$ cat config.mk
export PLATFORM = sky130hd
export DESIGN_NAME = alarm_controller
export DESIGN_NICKNAME = d
export VERILOG_FILES = /design/src/rtl/alarm_controller.sv
export SDC_FILE = /design/constraint.sdc
export NUM_CORES = 1
export LEC_CHECK = 0
export ABC_AREA = 1
export BUFFER_PORTS_ARGS = -buffer_cell sky130_fd_sc_hd__clkbuf_2
export CORE_ASPECT_RATIO = 0.8
export CORE_MARGIN = 4
export CORE_UTILIZATION = 40
export CTS_BUF_LIST = sky130_fd_sc_hd__clkbuf_16
export CTS_CLUSTER_DIAMETER = 60
export DETAILED_ROUTE_END_ITERATION = 6
export GPL_ROUTABILITY_DRIVEN = 0
export SKIP_LAST_GASP = 1
export SYNTH_ARGS = -nofsm -noshare
export SYNTH_HDL_FRONTEND = slang
export SYNTH_SLANG_ARGS = --single-unit
$ cat constraint.sdc
create_clock -name uclock -period 4 [get_ports uclock]
set_input_delay 0.6 -clock uclock [delete_from_list [all_inputs] [get_ports uclock]]
set_output_delay 0.6 -clock uclock [all_outputs]
set_load 0.02 [all_outputs]
$ cat src/rtl/alarm_controller.sv
// Multi-channel BCD alarm controller with ring timeout, dismiss and 1 Hz buzzer beat.
// Optional snooze support is built when ALARM_SNOOZE_EN is defined.
module alarm_controller #(
    parameter int N_ALARMS    = 2,
    parameter int NDIGITS     = 4,
    parameter int RING_SECS   = 60,
    parameter int SNOOZE_SECS = 300,
    parameter int IDW         = 1
) (
    input  logic                          uclock,
    input  logic                          reset,
    input  logic                          tick_1hz,
    input  logic [4*NDIGITS-1:0]          time_digits,
    input  logic [N_ALARMS*4*NDIGITS-1:0] alarm_digits,
    input  logic [N_ALARMS-1:0]           alarm_enable,
    input  logic                          dismiss,
    input  logic                          snooze,
    output logic [N_ALARMS-1:0]           alarm_status,
    output logic                          alarm_ring,
    output logic [IDW-1:0]                ring_id,
    output logic                          buzzer
);

    localparam int TW = 4*NDIGITS;
    localparam int RW = (RING_SECS > 1) ? $clog2(RING_SECS) : 1;
    localparam logic [RW-1:0] RING_LAST = RW'(RING_SECS-1);

    typedef enum logic [1:0] {
        ST_IDLE = 2'd0,
        ST_RING = 2'd1,
        ST_SNZ  = 2'd2
    } state_t;

    state_t        r_state        [N_ALARMS];
    state_t        w_state_nxt    [N_ALARMS];
    logic [RW-1:0] r_ring_cnt     [N_ALARMS];
    logic [RW-1:0] w_ring_cnt_nxt [N_ALARMS];

`ifdef ALARM_SNOOZE_EN
    localparam int SW = (SNOOZE_SECS > 1) ? $clog2(SNOOZE_SECS) : 1;
    localparam logic [SW-1:0] SNZ_LAST = SW'(SNOOZE_SECS-1);
    logic [SW-1:0] r_snz_cnt     [N_ALARMS];
    logic [SW-1:0] w_snz_cnt_nxt [N_ALARMS];
`else
    logic w_unused_snooze;
    assign w_unused_snooze = snooze;
`endif

    logic [N_ALARMS-1:0] r_match_prev;
    logic [N_ALARMS-1:0] w_match;
    logic [N_ALARMS-1:0] w_trig;
    logic [N_ALARMS-1:0] w_ring_cur;
    logic [N_ALARMS-1:0] w_ring_nxt;
    logic                r_beat;
    logic                w_beat_nxt;
    logic [IDW-1:0]      w_id_nxt;

    always_comb begin
        for (int i = 0; i < N_ALARMS; i++) begin
            w_match[i] = alarm_status[i] &&
                         (alarm_digits[i*TW +: TW] == time_digits);
            w_trig[i]  = w_match[i] && !r_match_prev[i];
        end
    end

    // Next-state per channel; the case order encodes the priority chain.
    always_comb begin
        for (int i = 0; i < N_ALARMS; i++) begin
            w_state_nxt[i]    = r_state[i];
            w_ring_cnt_nxt[i] = r_ring_cnt[i];
`ifdef ALARM_SNOOZE_EN
            w_snz_cnt_nxt[i]  = r_snz_cnt[i];
`endif
            if (!alarm_status[i]) begin
                w_state_nxt[i] = ST_IDLE;
            end else begin
                case (r_state[i])
                    ST_IDLE: begin
                        if (w_trig[i]) begin
                            w_state_nxt[i]    = ST_RING;
                            w_ring_cnt_nxt[i] = '0;
                        end
                    end
                    ST_RING: begin
                        if (dismiss) begin
                            w_state_nxt[i] = ST_IDLE;
`ifdef ALARM_SNOOZE_EN
                        end else if (snooze) begin
                            w_state_nxt[i]   = ST_SNZ;
                            w_snz_cnt_nxt[i] = '0;
`endif
                        end else if (tick_1hz) begin
                            if (r_ring_cnt[i] == RING_LAST)
                                w_state_nxt[i] = ST_IDLE;
                            else
                                w_ring_cnt_nxt[i] = r_ring_cnt[i] + 1'b1;
                        end
                    end
`ifdef ALARM_SNOOZE_EN
                    ST_SNZ: begin
                        if (dismiss) begin
                            w_state_nxt[i] = ST_IDLE;
                        end else if (tick_1hz) begin
                            if (r_snz_cnt[i] == SNZ_LAST) begin
                                w_state_nxt[i]    = ST_RING;
                                w_ring_cnt_nxt[i] = '0;
                            end else begin
                                w_snz_cnt_nxt[i] = r_snz_cnt[i] + 1'b1;
                            end
                        end
                    end
`endif
                    default: w_state_nxt[i] = ST_IDLE;
                endcase
            end
        end
    end

    always_comb begin
        w_id_nxt = '0;
        for (int i = 0; i < N_ALARMS; i++) begin
            w_ring_cur[i] = (r_state[i] == ST_RING);
            w_ring_nxt[i] = (w_state_nxt[i] == ST_RING);
        end
        for (int i = N_ALARMS-1; i >= 0; i--) begin
            if (w_ring_nxt[i])
                w_id_nxt = IDW'(i);
        end
        if (!(|w_ring_cur))
            w_beat_nxt = 1'b0;
        else
            w_beat_nxt = tick_1hz ? !r_beat : r_beat;
    end

    always_ff @(posedge uclock) begin
        if (reset) begin
            for (int i = 0; i < N_ALARMS; i++) begin
                r_state[i]    <= ST_IDLE;
                r_ring_cnt[i] <= '0;
`ifdef ALARM_SNOOZE_EN
                r_snz_cnt[i]  <= '0;
`endif
            end
            r_match_prev <= '0;
            r_beat       <= 1'b0;
            alarm_status <= '0;
            alarm_ring   <= 1'b0;
            ring_id      <= '0;
            buzzer       <= 1'b0;
        end else begin
            for (int i = 0; i < N_ALARMS; i++) begin
                r_state[i]    <= w_state_nxt[i];
                r_ring_cnt[i] <= w_ring_cnt_nxt[i];
`ifdef ALARM_SNOOZE_EN
                r_snz_cnt[i]  <= w_snz_cnt_nxt[i];
`endif
            end
            r_match_prev <= w_match;
            r_beat       <= w_beat_nxt;
            alarm_status <= alarm_enable;
            alarm_ring   <= |w_ring_nxt;
            ring_id      <= w_id_nxt;
            buzzer       <= (|w_ring_nxt) && w_beat_nxt;
        end
    end

endmodule

* Word level (Yosys, flattened, before mapping)
Memories as Yosys holds them, arrays and structs flattened.
Index checks and enable logic that the tools add are counted.
** Word-level totals
- Output and inout port bits :: 5
- Bits in registers :: 8
- RAM bits :: 16
- Memories :: 2
** Memories
- r_ring_cnt :: depth 2, width 6, rd ports 2, clocked after memory_dff 0, write ports 2, RTL line 36 : logic [RW-1:0] r_ring_cnt [N_ALARMS];
- r_state :: depth 2, width 2, rd ports 2, clocked after memory_dff 0, write ports 2, RTL line 34 : state_t r_state [N_ALARMS];
** Operators by class
- Bitwise gates (word level) :: 4
- Reduce and logical (&&, ||, !) cells :: 13
- $add $sub $neg :: 2
- Multiplexer cells :: 34
- Eq/ne operators :: 8
** Operators by type and width (number)
- 6-bit 2-to-1 mux :: 12
- 16-bit == test :: 2
- 2-bit 2-to-1 mux :: 12
- 6-bit one-hot mux with 2 select lines :: 2
- 6-bit by 1-bit adder with 6-bit output, second input constant :: 2
- 6-bit == test, second input constant :: 2
- 2-bit by 1-bit == test with 1-bit output, second input constant :: 4
- 2-bit one-hot mux with 2 select lines :: 2
- 1-bit 2-to-1 mux :: 6
- 2-bit OR reduction :: 3
- 1-bit logical AND :: 5
- 2-bit zero test :: 2
- 1-bit bitwise OR :: 4
- 1-bit zero test :: 3

* Logic depth before layout (Yosys ltp)
Gate-level depths: netlist (run 1).
- Word-level depth :: 9
- Depth in mapped cells :: 14

* Least setup slack after synthesis (run 1)
No wires, ideal clock.
- Path kind :: in2reg
- Start point :: input time_digits[11]
- End point :: memory r_ring_cnt[0][1] in the netlist's numbering
- Setup slack :: 2.465 ns
- Arrival :: 1.410 ns
- Cell stages on the path :: 10
- Buffers on the path :: 0
- Cell sequence :: inv_1 > or2_2 > nand4_1 > nor2_1 > nand3_2 > nand2_4 > nand2_4 > nand2_2 > nand2_1 > nor2_2
** RTL lines
- start, declared :: RTL line 13 : input logic [4*NDIGITS-1:0] time_digits,
- end, declared :: RTL line 36

==> results list, run 1 <==
* Outcome: complete, no violations
* Antenna Nets Post-Route: 0
* Average wire length per cell after detail routing: 11.60 um
- The internal portion of the total power is about 0.42 mW.
- Async set-reset flop share out of synthesis: 0%
- In this run, post-CTS repair resized a total of 0 instances.
- Number of placed instances, taps included: 454
* Net switching fraction of the power: between 20% and 30%
- Unrepaired setup endpoints after global routing: false
- Count of buffers inserted at the top-level ports: 58
- The first detailed-routing pass ran for 4 iterations.
- The clock passes through at most 2 buffers.
- Count of flip-flops with a built-in enable after synthesis: 0
- CP max-delay cell: sky130_fd_sc_hd__a21oi_2
- In this run, CTS created clock tree buffers numbering 3.
- Switching component of the power: 0.1639 mW
* Flops & latches, synth: 24
- The worst hold path terminates at r_ring_cnt[0][11].
- Critical path, cell by cell: ha_1 -> nand4_1 -> nand3_1 -> a21oi_2 -> nand2_4 -> nand2_1 -> a21oi_1
* Die Footprint: 6044 um2
- In this run the power density over the cells is 247.3 nW/um2.
- Endpoint arrival time on the critical path: 1.74 ns
* Aggregate negative setup slack: 0 ns
- Row Count: 22
* Number of antenna violations at the first check in global routing: 0
* Required time of the worst setup path: 4.12 ns
- The die is 70.34 um tall.
* R2r worst-path depth: 7
- Setup Buffers After CTS: 0
- Total congestion overflow after global routing: 0
* Startpoint of the worst hold path: r_ring_cnt[0][11]
- Ranked by instance count, the synthesized netlist is headed by 101 x sky130_fd_sc_hd__nand2_1, 54 x sky130_fd_sc_hd__inv_1, 47 x sky130_fd_sc_hd__nor2_1, 27 x sky130_fd_sc_hd__nand3_1, 24 x sky130_fd_sc_hd__dfxtp_1.
- Synthesis handed over a netlist of 337 instances.
- The finished layout holds approximately 460 standard cells, fillers aside.
- Entering global routing, the biggest net connects 22 pins.
- Sorting the synthesized cells by area gives the leading types as sky130_fd_sc_hd__dfxtp_1 25%, sky130_fd_sc_hd__nand2_1 20%, sky130_fd_sc_hd__inv_1 10%, sky130_fd_sc_hd__nor2_1 9.1%, sky130_fd_sc_hd__nand3_1 7.0%.
- Buffer and inverter count on the worst path: 0
- Largest stage delay on the critical path: 0.39 ns
- Crit path max fanout: 7
* Post-detailed-placement cell area: 2305 um2
* FMAX: 0.6185 GHz
* Portion of the clock cycle consumed by the worst path in the final layout: 40.42%
- After layout, the minimum clock period comes to 1.617 ns.
- The final max-slew violation count was 0.
* Clock skew after layout: 0.005838 ns
* Post-synthesis instance area: just under 2000 um2
- In this run the biggest area consumer among cell types represents 24.73% of the synthesized area.
- Clock-pin slew reported for the worst setup and hold paths after clock tree synthesis: around 0.060 ns
- Initial standard-cell utilization of the core: 41.77%
- In the post-synthesis netlist, the cell with the most instances is sky130_fd_sc_hd__nand2_1.
- The number of hold violations in the final report is 0.
* Total GRT Usage: 18.56%
* Worst hold path depth: 2
- The clock network is responsible for 36.6% of the overall power.
- STA classifies the critical path startpoint as a flop.
* Count of synthesis-stage warnings from yosys: 0
- Clock Latency Late Sink: ~0.26 ns
- Net count, final: ~460
- After layout, the design draws a total of 0.5886 mW.
- Die width: 85.93 um
* Post-Layout Inst Area: 2380 um2
* H-tree level count: 1
- Crit path kind: reg -> reg
* Via count: 2122
* Type of the tightest min-delay check: reg -> reg
* Combinational cell fraction of total power: 21.9%
- Total Wirelength: 5303 um
- After legalization and detailed placement, the total HPWL measured about 4500 um.
- Yosys top cell by area: sky130_fd_sc_hd__dfxtp_1
* Static Leak: about 1.3 nW
* Growth of design area from synthesis to finish: 22.47%
- Cell family with the largest share of critical-path delay: simple AND/OR/NAND/NOR gates
- For this design, the CTS-stage hold fixing added 0 buffers.
* Placeable core region: around 4700 um2
- The first global-routing pass estimated between 9000 and 10000 um of wire.
* Post-synthesis area per instance: 5.766 um2
- Per report_power, the sequential group accounts for 41.5% of the total.
* Netlist cell types: 30
- The tree built by TritonCTS fans out to 24 sinks.
- Across all register-to-register paths, the minimum setup slack is 2.38 ns.
- Post-synth top flop: sky130_fd_sc_hd__dfxtp_1
* I/O pin total: 60
* Max IR drop VDD: 130.9 uV
* Number of antenna cells inserted: 0
* Count of routing violations after the opening detailed-route iteration: between 90 and 100
- The worst setup path is captured at a flop.
* Clk root buf: sky130_fd_sc_hd__clkbuf_16
* Reg2Reg Launch Point: r_ring_cnt[0][6]
- In this run the critical register-to-register path is captured at r_ring_cnt[0][6].
- TritonCTS built the clock tree.
- Max-capacitance violation count: 0
- For this run, the register share of the synthesized area comes to 24.73%.
* DRC violation count after routing: 0
- After detailed routing, the number of vias per cell comes to ~4.6.
- Number of global-route vias before repair: 2026
- Worst hold slack: 0.4619 ns
- Proportion of layout cells with a drive suffix above 1: between 20% and 30%
- Setup-violating endpoint count in the final report: 0
==> routing by layer <==
layer | part of all wire, % | vias to the layer above | wire (um) | GRT usage, %
met3 | 7.2 | 2 | 381 | 2.712
met5 | 0 | - | 0 | 0
met4 | 0.53 | 0 | 28 | 3.691
met2 | 40 | 42 | 2118 | 27.20
li1 | - | 1166 | - | -
met1 | 52 | 912 | 2775 | 28.40
==> through the flow <==
| step | utilization, % | setup slack, ns |
|---|---|---|
| after floorplan | - | 2.465 |
| after global placement | 49.54 | 2.136 |
| after detailed placement | 49.54 | 2.112 |
| after CTS | 51.16 | 2.374 |
| after global routing | 51.16 | 2.206 |
| final | 51.16 | 2.383 |
==> cell type report <==
class                   instances  area [um2]
repair buffers                 58       290.3
clock buffers                   3       75.07
fillers                       519        2272
inverters                      63       236.5
well taps                      60       75.07
multi-input cells             249        1222
flip-flops and latches         24       480.5
==> worst max-delay path by stage <==
stage,to,cells after the start,start
floorplan,r_ring_cnt[0][1],10,time_digits[11]
global placement,r_ring_cnt[0][9],9,time_digits[14]
detailed placement,r_ring_cnt[0][8],9,time_digits[14]
CTS,r_ring_cnt[0][6],9,time_digits[14]
global route,r_ring_cnt[0][6],9,time_digits[14]
finish,r_ring_cnt[0][6],7,r_ring_cnt[0][6]
==> power groups by stage <==
stage / logic [mW] / registers (mW) / clock network, mW
after global routing: 0.147 / 0.245 / 0.233
final: 0.129 / 0.245 / 0.215
after global placement: 0.127 / 0.250 / 0
after floorplan: 0.0730 / 0.250 / 0
after CTS: 0.128 / 0.245 / 0.223
after detailed placement: 0.128 / 0.250 / 0
==> cells in the final DEF (no fill, tap or decap), types with 2 or more instances in the layout <==
| cell type | instances |
|---|---|
| sky130_fd_sc_hd__o21ai_0 | 6 |
| sky130_fd_sc_hd__inv_2 | 9 |
| sky130_fd_sc_hd__xor2_1 | 7 |
| sky130_fd_sc_hd__conb_1 | 2 |
| sky130_fd_sc_hd__nor2_1 | 47 |
| sky130_fd_sc_hd__nor3_1 | 3 |
| sky130_fd_sc_hd__xnor2_1 | 7 |
| sky130_fd_sc_hd__nor2_2 | 4 |
| sky130_fd_sc_hd__a21oi_1 | 12 |
| sky130_fd_sc_hd__dfxtp_1 | 24 |
| sky130_fd_sc_hd__nand3_1 | 27 |
| sky130_fd_sc_hd__nand2_4 | 4 |
| sky130_fd_sc_hd__or2_2 | 2 |
| sky130_fd_sc_hd__inv_1 | 54 |
| sky130_fd_sc_hd__ha_1 | 2 |
| sky130_fd_sc_hd__nand2_1 | 101 |
| sky130_fd_sc_hd__o211ai_1 | 3 |
| sky130_fd_sc_hd__nor4_1 | 2 |
| sky130_fd_sc_hd__clkbuf_2 | 58 |
| sky130_fd_sc_hd__clkbuf_16 | 3 |
| sky130_fd_sc_hd__nand4_1 | 10 |
==> sequential cells by signal, summed over array words and instances, names as in the netlist <==
signal and flops:
r_ring_cnt 12, alarm_status 2, r_beat 1, r_state 4
buzzer 1, r_match_prev 2, alarm_ring 1, ring_id 1
==> worst min-delay path: stages, from the launching register on <==
cell and delay [ns]:
sky130_fd_sc_hd__dfxtp_1 0.31, sky130_fd_sc_hd__nand2_1 0.06, sky130_fd_sc_hd__a21oi_1 0.05
==> cells by family (layout without fill, tap and decap cells) <==
kind of cell	count (synthesis)	in the layout	synth area share [%]
DFF	24	24	24.73
and+or+nand+nor	206	206	47.13
xor gates and xnor gates	14	14	6.310
buffers and inverters	65	124	12.56
AOI/OAI and AO/OA	25	25	7.792
other	1	2	0.1930
adders and majority gates	2	2	1.288
No activity file was read; power rests on OpenSTA's default activity.
==> run 2: changes to the inputs <==
PLACE_DENSITY = 0.67   (was default)
clock period = 1.4 ns   (was 4 ns; I/O delays follow)
==> results list, run 2 (synthesis gave the netlist of run 1 again) <==
* Outcome: complete, no violations
- The first-pass iteration count of the detailed router was 5 (+1).
* Num Clock Sinks: 24 (unchanged)
- Clock-pin slew reported for the worst setup and hold paths after clock tree synthesis: 0.06 ns (about the same)
* Count of buffers inserted at the top-level ports: 58 (unchanged)
- The largest registers in the layout are r_ring_cnt x12, r_state x4.
- The startpoint identified for the worst hold timing path is alarm_enable[1].
* Total congestion overflow after global routing: 0 (unchanged)
- Met1 track utilization from global routing: 26.75% (-1.7 points)
- The met2 routing resource usage after global routing was 28.06% (+0.86 points).
- The number of buffers created by CTS is 3 (unchanged).
- The starting density of the core came to 41.77% (unchanged).
- The peak fanout along the critical path is 7 (unchanged).
* Number of antenna violations at the first check in global routing: 0 (unchanged)
- The total track usage came to 18.09% (-0.47 points).
- Total Wirelength: 5492 um (+3.6%)
- r_ring_cnt holds more flip-flops than any other register.
- Via-per-instance ratio: 4.806 (+3.5%)
* Final Max Slew Viols: 0 (unchanged)
- The critical path in this run is classified as reg -> reg.
- The number of DRC violations after detailed routing was 0 (unchanged).
- The worst register-to-register path begins at alarm_status[0].
- The cell area after placement is 2464 um2 (+6.9%).
- H-tree level count: 1 (unchanged)
- Most used routing layer: met2
* Die Footprint: 6044 um2 (unchanged)
- The via count of the routed design was 2307 (+8.7%).
- The starting DRC count in detailed routing is 132 (+45%).
- Type of destination of the critical path: flop
- Number of antenna cells inserted: 0 (unchanged)
- The die width came to 85.93 um (unchanged).
* Non-Filler Instances: 480 (+5.0%)
- The number of hold violations in the final report is 0 (unchanged).
- The count of endpoints failing setup in the final report came to 0 (unchanged).
- Post-Layout Inst Area: 2711 um2 (+14%)
- Required time of the worst setup path: 1.53 ns (-2.59 ns)
* Ratio of total power to cell area: 713.5 nW/um2 (+190%)
* Buffer levels on the longest clock path: 2 (unchanged)
- The number of top-level pins was 60 (unchanged).
- Number of placed instances, taps included: 475 (+4.6%)
- In the layout the commonest cells are 87 x sky130_fd_sc_hd__nand2_1, 58 x sky130_fd_sc_hd__clkbuf_2, 54 x sky130_fd_sc_hd__inv_1.
* Endpoint arrival time on the critical path: 1.52 ns (-0.22 ns)
- Clock Latency Late Sink: 0.26 ns (about the same)
* Wire length of the first global-routing pass: 9025 um (-0.15%)
* FMAX: 0.7185 GHz (+16%)
- The area taken by flip-flops and latches is 489.2 um2 (+1.8%).
- Largest net degree at the start of global routing: 22 (unchanged)
- The row count came to 22 (unchanged).
* Type of the tightest min-delay check: in -> reg
- The minimum clock period is 1.392 ns (-0.2251 ns).
- The number of nets in the finished design was 478 (+4.8%).
- The number of buffers added to fix hold violations after cts came to 0 (unchanged).
- Number of flip-flops in the largest register: 12 (unchanged)
- Antenna Nets Post-Route: 0 (unchanged)
- Static Leak: 1.389 nW (+9.9%)
* Global Route met3 Usage: 2.476% (-0.24 points)
- The via count of the first global-routing pass is 2073 (+2.3%).
* Unrepaired setup endpoints after global routing: true
- Tracing the worst setup path back leads to its startpoint at alarm_status[0].
- Leading cell type in the layout, fill and taps excluded: sky130_fd_sc_hd__nand2_1
- The detailed placement HPWL came to 4482 um (+0.47%).
* Clock tree from TritonCTS: built
* Max IR drop VDD: 466.6 uV (+260%)
- The area taken by multi-input logic gates was 1334 um2 (+9.1%).
* Proportion of layout cells with a drive suffix above 1: 32.62% (+11 points)
* Average wire length per cell after detail routing: 11.44 um (-1.4%)
- The maximum clock skew at final layout is 0.004736 ns (-0.001102 ns).
* Clk root buf: sky130_fd_sc_hd__clkbuf_16
- The count of max-cap constraint violations is 0 (unchanged).
- Relative to the synthesized area, the layout overhead comes to 39.54%.
- The count of filler cells inserted in the layout came to 463 (-11%).
* Finished Core Util: 58.28% (+7.1 points)
- The final period utilization came to 99.41% (+59 points).
- Placeable core region: 4652 um2 (unchanged)
- Die Ht: 70.34 um (unchanged)
- The worst setup path is launched from a flop.
-- run 2: cell types whose count changed in the layout (fill, tap and decap cells not counted), moves of 2 or more --
cell                      change
sky130_fd_sc_hd__a21oi_2      +2
sky130_fd_sc_hd__dfxtp_2      +7
sky130_fd_sc_hd__nand3_1      -2
sky130_fd_sc_hd__nand2_8      +2
sky130_fd_sc_hd__nand2_1     -14
sky130_fd_sc_hd__a21oi_1      -2
sky130_fd_sc_hd__nand3_2      +2
sky130_fd_sc_hd__nand2_2     +12
sky130_fd_sc_hd__ha_1         -2
sky130_fd_sc_hd__dfxtp_1      -7
sky130_fd_sc_hd__buf_4       +20
sky130_fd_sc_hd__ha_4         +2
-- run 2: routing by layer --
| metal | vias up | wire, um |
|---|---|---|
| met4 | 0 | 18 |
| met1 | 1029 | 2637 |
| met3 | 4 | 342 |
| met5 | - | 0 |
| met2 | 59 | 2494 |
| li1 | 1215 | - |
-- run 2: worst paths after layout --
| kind | to | cells after the start | slack [ns] |
|---|---|---|---|
| worst min-delay path | alarm_status[1] | 3 | 0.13 |
| worst max-delay path | r_ring_cnt[0][0] | 10 | 0.008 |
| worst min register to register | r_ring_cnt[0][11] | 2 | 0.46 |
| worst max register to register | r_ring_cnt[0][0] | 10 | 0.008 |
-- run 2: power by group --
| part | total [mW] | internal [mW] | switching (mW) |
|---|---|---|---|
| logic | 0.425 | 0.180 | 0.245 |
| registers | 0.697 | 0.692 | 0.00511 |
| clock network | 0.812 | 0.568 | 0.244 |
| total | 1.93 | 1.44 | 0.494 |
-- run 2: area by class of cell --
cell class,count,area share (%)
Clock inverter,1,1.108
Timing Repair Buffer,80,17.40
Tap cell,60,2.769
Inverter,63,8.722
Multi-Input combinational cell,249,49.19
Clock buffer,3,2.769
Sequential cell,24,18.04
-- run 2: worst max-delay path, stage by stage (launching register included) --
cell and delay (ns):
sky130_fd_sc_hd__dfxtp_2 0.33, sky130_fd_sc_hd__a21boi_2 0.14, sky130_fd_sc_hd__nand2_1 0.05, sky130_fd_sc_hd__nor2_1 0.08, sky130_fd_sc_hd__nand2_1 0.07, sky130_fd_sc_hd__nor2_2 0.13
sky130_fd_sc_hd__nand3_2 0.09, sky130_fd_sc_hd__nand2_4 0.14, sky130_fd_sc_hd__nand2_8 0.10, sky130_fd_sc_hd__nand2_4 0.08, sky130_fd_sc_hd__a21oi_2 0.05
-- run 2: per-stage QoR --
stage / setup slack (ns) / hold WS (ns) / total power, mW / setup TNS [ns]
floorplan: 0.03779 / 0.2939 / 0.9244 / 0
global placement: -0.04672 / 0.4026 / 1.108 / -0.5193
detailed placement: -0.06725 / 0.4069 / 1.112 / -0.7298
CTS: -0.006914 / 0.1337 / 1.933 / -0.01281
global route: -0.1374 / 0.1341 / 2.028 / -0.8811
finish: 0.008196 / 0.1291 / 1.934 / 0
-- run 2: what timing repair did --
action                                 in CTS  in global routing
pin swaps                                   7                 14
buffers inserted                            0                  1
setup endpoints to repair                   6                 16
endpoints found under the hold margin       0                  0
resized for setup                           8                 27
==> run 3: changes to the inputs <==
ABC_AREA = default   (was 1)
PLACE_DENSITY = 0.71   (was 0.67)
==> results list, run 3 <==
- Outcome: finished with violations
- Violations in the final reports: setup timing
* XOR/XNOR share of the synthesized area: 19.66% (+13 points)
- Non-Filler Instances: 341 (-29%)
- The post-synthesis share of cell area spent on and, or, nand and nor gates is 30.30% (-17 points).
- Half-perimeter wire length of the detailed placement result: 3679 um (-18%)
- STA classifies the critical path startpoint as an input pin.
- The setup slack after placement was -0.6381 ns (-0.5708 ns).
- In the final layout, the registers with the most flip-flops are r_ring_cnt x12, r_state x4.
- The starting density of the core was 42.07% (+0.30 points).
* Most instantiated library cell after synthesis: sky130_fd_sc_hd__xnor2_1
* Row Count: 19 (-14%)
- The area taken by flip-flops and latches is 485.5 um2 (-0.77%).
- Aggregate negative setup slack: -5.434 ns (-5.434 ns)
* Largest Register: r_ring_cnt
- Max-capacitance violation count: 0 (unchanged)
* DRT Pass-1 Iters: 4 (-1)
- Post-Layout Inst Area: 2909 um2 (+7.3%)
- The starting DRC count in detailed routing is 131 (-0.76%).
- The sequential fraction of the synthesis area was 32.68% (+8.0 points).
* Post-synthesis instance area: 1470 um2 (-24%)
- Post-synthesis adder-cell area fraction: 1.702% (+0.41 points)
- The total number of H-tree levels came to 1 (unchanged).
* Count of synthesis-stage warnings from yosys: 0 (unchanged)
- Buffer levels on the longest clock path: 2 (unchanged)
- The share of the synthesized area in the top cell type came to 32.68% (+8.0 points).
- Combinational family with the most area after synthesis: simple AND/OR/NAND/NOR gates
- STA classifies the critical path endpoint as a flop.
* Average wire length per cell after detail routing: 17.08 um (+49%)
- Endpoint arrival time on the critical path: 1.97 ns (+0.45 ns)
- Setup repair after global routing could not meet its margin everywhere.
- Number of flip-flops in the largest register: 12 (unchanged)
* DRC violation count after routing: 0 (unchanged)
* Share of the synthesized area in compound gates (AO/OA/AOI/OAI): 13.11% (+5.3 points)
* Total congestion overflow after global routing: 0 (unchanged)
* Ratio of total power to cell area: 617.8 nW/um2 (-13%)
* Clock skew after layout: 0.001763 ns (-0.002974 ns)
- The antenna violation net count after detailed routing was 0 (unchanged).
- Destination of the worst hold path: alarm_status[1]
- The number of flops mapped to enable cells by yosys is 0 (unchanged).
- The proportion of synthesized area in mux cells is 0% (unchanged).
- The cell area after placement came to 2328 um2 (-5.5%).
- The register bit total from synthesis is 24 (unchanged).
- The number of nets in the finished design is 358 (-25%).
- Clock-pin slew reported for the worst setup and hold paths after clock tree synthesis: 0.06 ns (about the same)
- End of the worst register-to-register path: r_ring_cnt[0][4]
* Post-layout min period: 1.791 ns (+0.3993 ns)
* I/O pin total: 60 (unchanged)
- Growth of design area from synthesis to finish: 97.87%
- The via count of the routed design came to 1833 (-21%).
* Area contributors post-synth: sky130_fd_sc_hd__dfxtp_1 33%, sky130_fd_sc_hd__xnor2_1 19%, sky130_fd_sc_hd__nand4_1 4.3%, sky130_fd_sc_hd__nand3_1 3.4%, sky130_fd_sc_hd__nand2_1 3.3%
- Fillcell total: 176 (-62%)
* Via-per-instance ratio: 5.375 (+12%)
* Number of global-route vias before repair: 1859 (-10%)
- The reg-to-reg setup timing slack was -0.37 ns (-0.38 ns).
* Post-synthesis area per instance: 8.213 um2 (+42%)
- Final Max Slew Viols: 0 (unchanged)
- Multi-input combinational cell area: 1423 um2 (+6.7%)
- Netlist cell types: 34 (+13%)
- The peak fanout along the critical path was 4 (-3).
* Clk root buf: sky130_fd_sc_hd__clkbuf_16
- The die width is 75.78 um (-12%).
* Type of the tightest min-delay check: in -> reg
- Required time of the worst setup path: 1.58 ns (+0.05 ns)
- The CTS sink count was 24 (unchanged).
- Clock tree from TritonCTS: built
- Proportion of layout cells with a drive suffix above 1: 62.21% (+30 points)
- The largest voltage drop on the vdd net is 739.4 uV (+58%).
* Count of buffers inserted at the top-level ports: 58 (unchanged)
- Reg2Reg Launch Point: r_ring_cnt[0][1]
* Most frequent cells in the layout: 61 x sky130_fd_sc_hd__buf_4, 48 x sky130_fd_sc_hd__clkbuf_2, 20 x sky130_fd_sc_hd__dfxtp_1
* Static Leak: 1.277 nW (-8.0%)
* Number of placed instances, taps included: 324 (-32%)
- The final core utilization came to 83.24% (+25 points).
- The number of diodes is 0 (unchanged).
- The worst setup margin came to -0.3911 ns (-0.3993 ns).
* Die Ht: 62.23 um (-12%)
- Wire length of the first global-routing pass: 8645 um (-4.2%)
- Cell types with the highest counts after synthesis: 32 x sky130_fd_sc_hd__xnor2_1, 24 x sky130_fd_sc_hd__dfxtp_1, 13 x sky130_fd_sc_hd__nand2_1
- The die area is 4715 um2 (-22%).
- Total GRT Usage: 23.39% (+5.3 points)
- The hold slack came to 0.1704 ns (+0.04130 ns).
- FMAX: 0.5583 GHz (-22%)
- Largest net degree at the start of global routing: 13 (-41%)
- The final period utilization was 127.9% (+29 points).
- Overall power after layout: 1.797 mW (-7.1%)
- Leading cell type in the layout, fill and taps excluded: sky130_fd_sc_hd__buf_4
* Total Wirelength: 5823 um (+6.0%)
- For this run, the leading register cell type out of synthesis is sky130_fd_sc_hd__dfxtp_1.
- The post-synthesis instance total came to 179 (-47%).
- Number of buffers inserted by hold repair at cts: 0 (unchanged)
- Async set-reset flop share out of synthesis: 0% (unchanged)
- The count of endpoints failing setup in the final report was 18 (+18).
- The critical path is of the in -> reg type.
- Number of antenna violations at the first check in global routing: 0 (unchanged)
- Startpoint of the worst hold path: alarm_enable[1]
* CTS Buf Count: 3 (unchanged)
* Clock Latency Late Sink: 0.25 ns (about the same)
- The cell count of the worst hold path was 2 (-1).
* Yosys top cell by area: sky130_fd_sc_hd__dfxtp_1
* R2r worst-path depth: 7 (-3)
- The core region area is 3495 um2 (-25%).
- Final count of hold timing violations: 0 (unchanged)
==> run 3: cell types whose count changed in the layout (fill, tap and decap cells not counted), moves of 10 or more <==
| cell | delta |
|---|---|
| sky130_fd_sc_hd__inv_1 | -49 |
| sky130_fd_sc_hd__nor2_1 | -36 |
| sky130_fd_sc_hd__nand3_1 | -19 |
| sky130_fd_sc_hd__nand2_1 | -76 |
| sky130_fd_sc_hd__nand2_2 | -12 |
| sky130_fd_sc_hd__clkbuf_2 | -10 |
| sky130_fd_sc_hd__buf_4 | +41 |
| sky130_fd_sc_hd__xnor2_2 | +19 |
==> run 3: report_power, final <==
group          total, mW  internal (mW)  switching [mW]
clock network      0.600          0.377           0.223
logic              0.499          0.285           0.215
registers          0.698          0.692         0.00585
total               1.80           1.35           0.443
==> run 3: worst max-delay path, cell delays in order <==
cell and delay, ns:
sky130_fd_sc_hd__clkbuf_16 0.14, sky130_fd_sc_hd__xnor2_4 0.14, sky130_fd_sc_hd__nand4_1 0.20, sky130_fd_sc_hd__nor3_4 0.26, sky130_fd_sc_hd__or4b_4 0.51, sky130_fd_sc_hd__o41a_1 0.38, sky130_fd_sc_hd__o22ai_1 0.15
==> run 3: worst max path at each step <==
stage,from,to,slack (ns),depth (start not counted)
global route,r_ring_cnt[0][1],r_ring_cnt[0][4],-0.44,7
CTS,r_ring_cnt[0][7],r_ring_cnt[0][7],-0.34,7
floorplan,time_digits[15],r_ring_cnt[0][4],-0.36,6
global placement,time_digits[3],buzzer,-0.58,7
finish,time_digits[9],buzzer,-0.39,7
detailed placement,time_digits[7],buzzer,-0.64,7
==> run 3: per-layer routing <==
| metal | GRT usage, % | share of wire [%] | wire length, um |
|---|---|---|---|
| met1 | 31.69 | 40 | 2355 |
| met2 | 38.25 | 53 | 3072 |
| met3 | 4.194 | 4.9 | 287 |
| met4 | 4.803 | 1.8 | 107 |
| met5 | 0 | 0 | 0 |
==> run 3: kinds of logic (layout without fill, tap and decap cells) <==
| logic type | count (synthesis) | after routing |
|---|---|---|
| buffers and inverters | 9 | 128 |
| DFF | 24 | 24 |
| xor gates and xnor gates | 33 | 33 |
| other | 1 | 2 |
| AOI/OAI and AO/OA | 31 | 31 |
| adders and majority gates | 2 | 2 |
| and+or+nand+nor | 79 | 79 |
==> run 3: repair_timing <==
action	in CTS	in global routing
pin swaps	25	27
endpoints found under the setup margin	18	19
buffers inserted	15	7
endpoints found under the hold margin	0	0
resized for setup	39	37
==> run 3: final cells by class <==
type,instances,area share (%)
multi-input cells,147,48.90
repair buffers,120,29.38
flip-flops and latches,24,16.69
clock buffers,3,2.581
well taps,42,1.806
inverters,5,0.6452
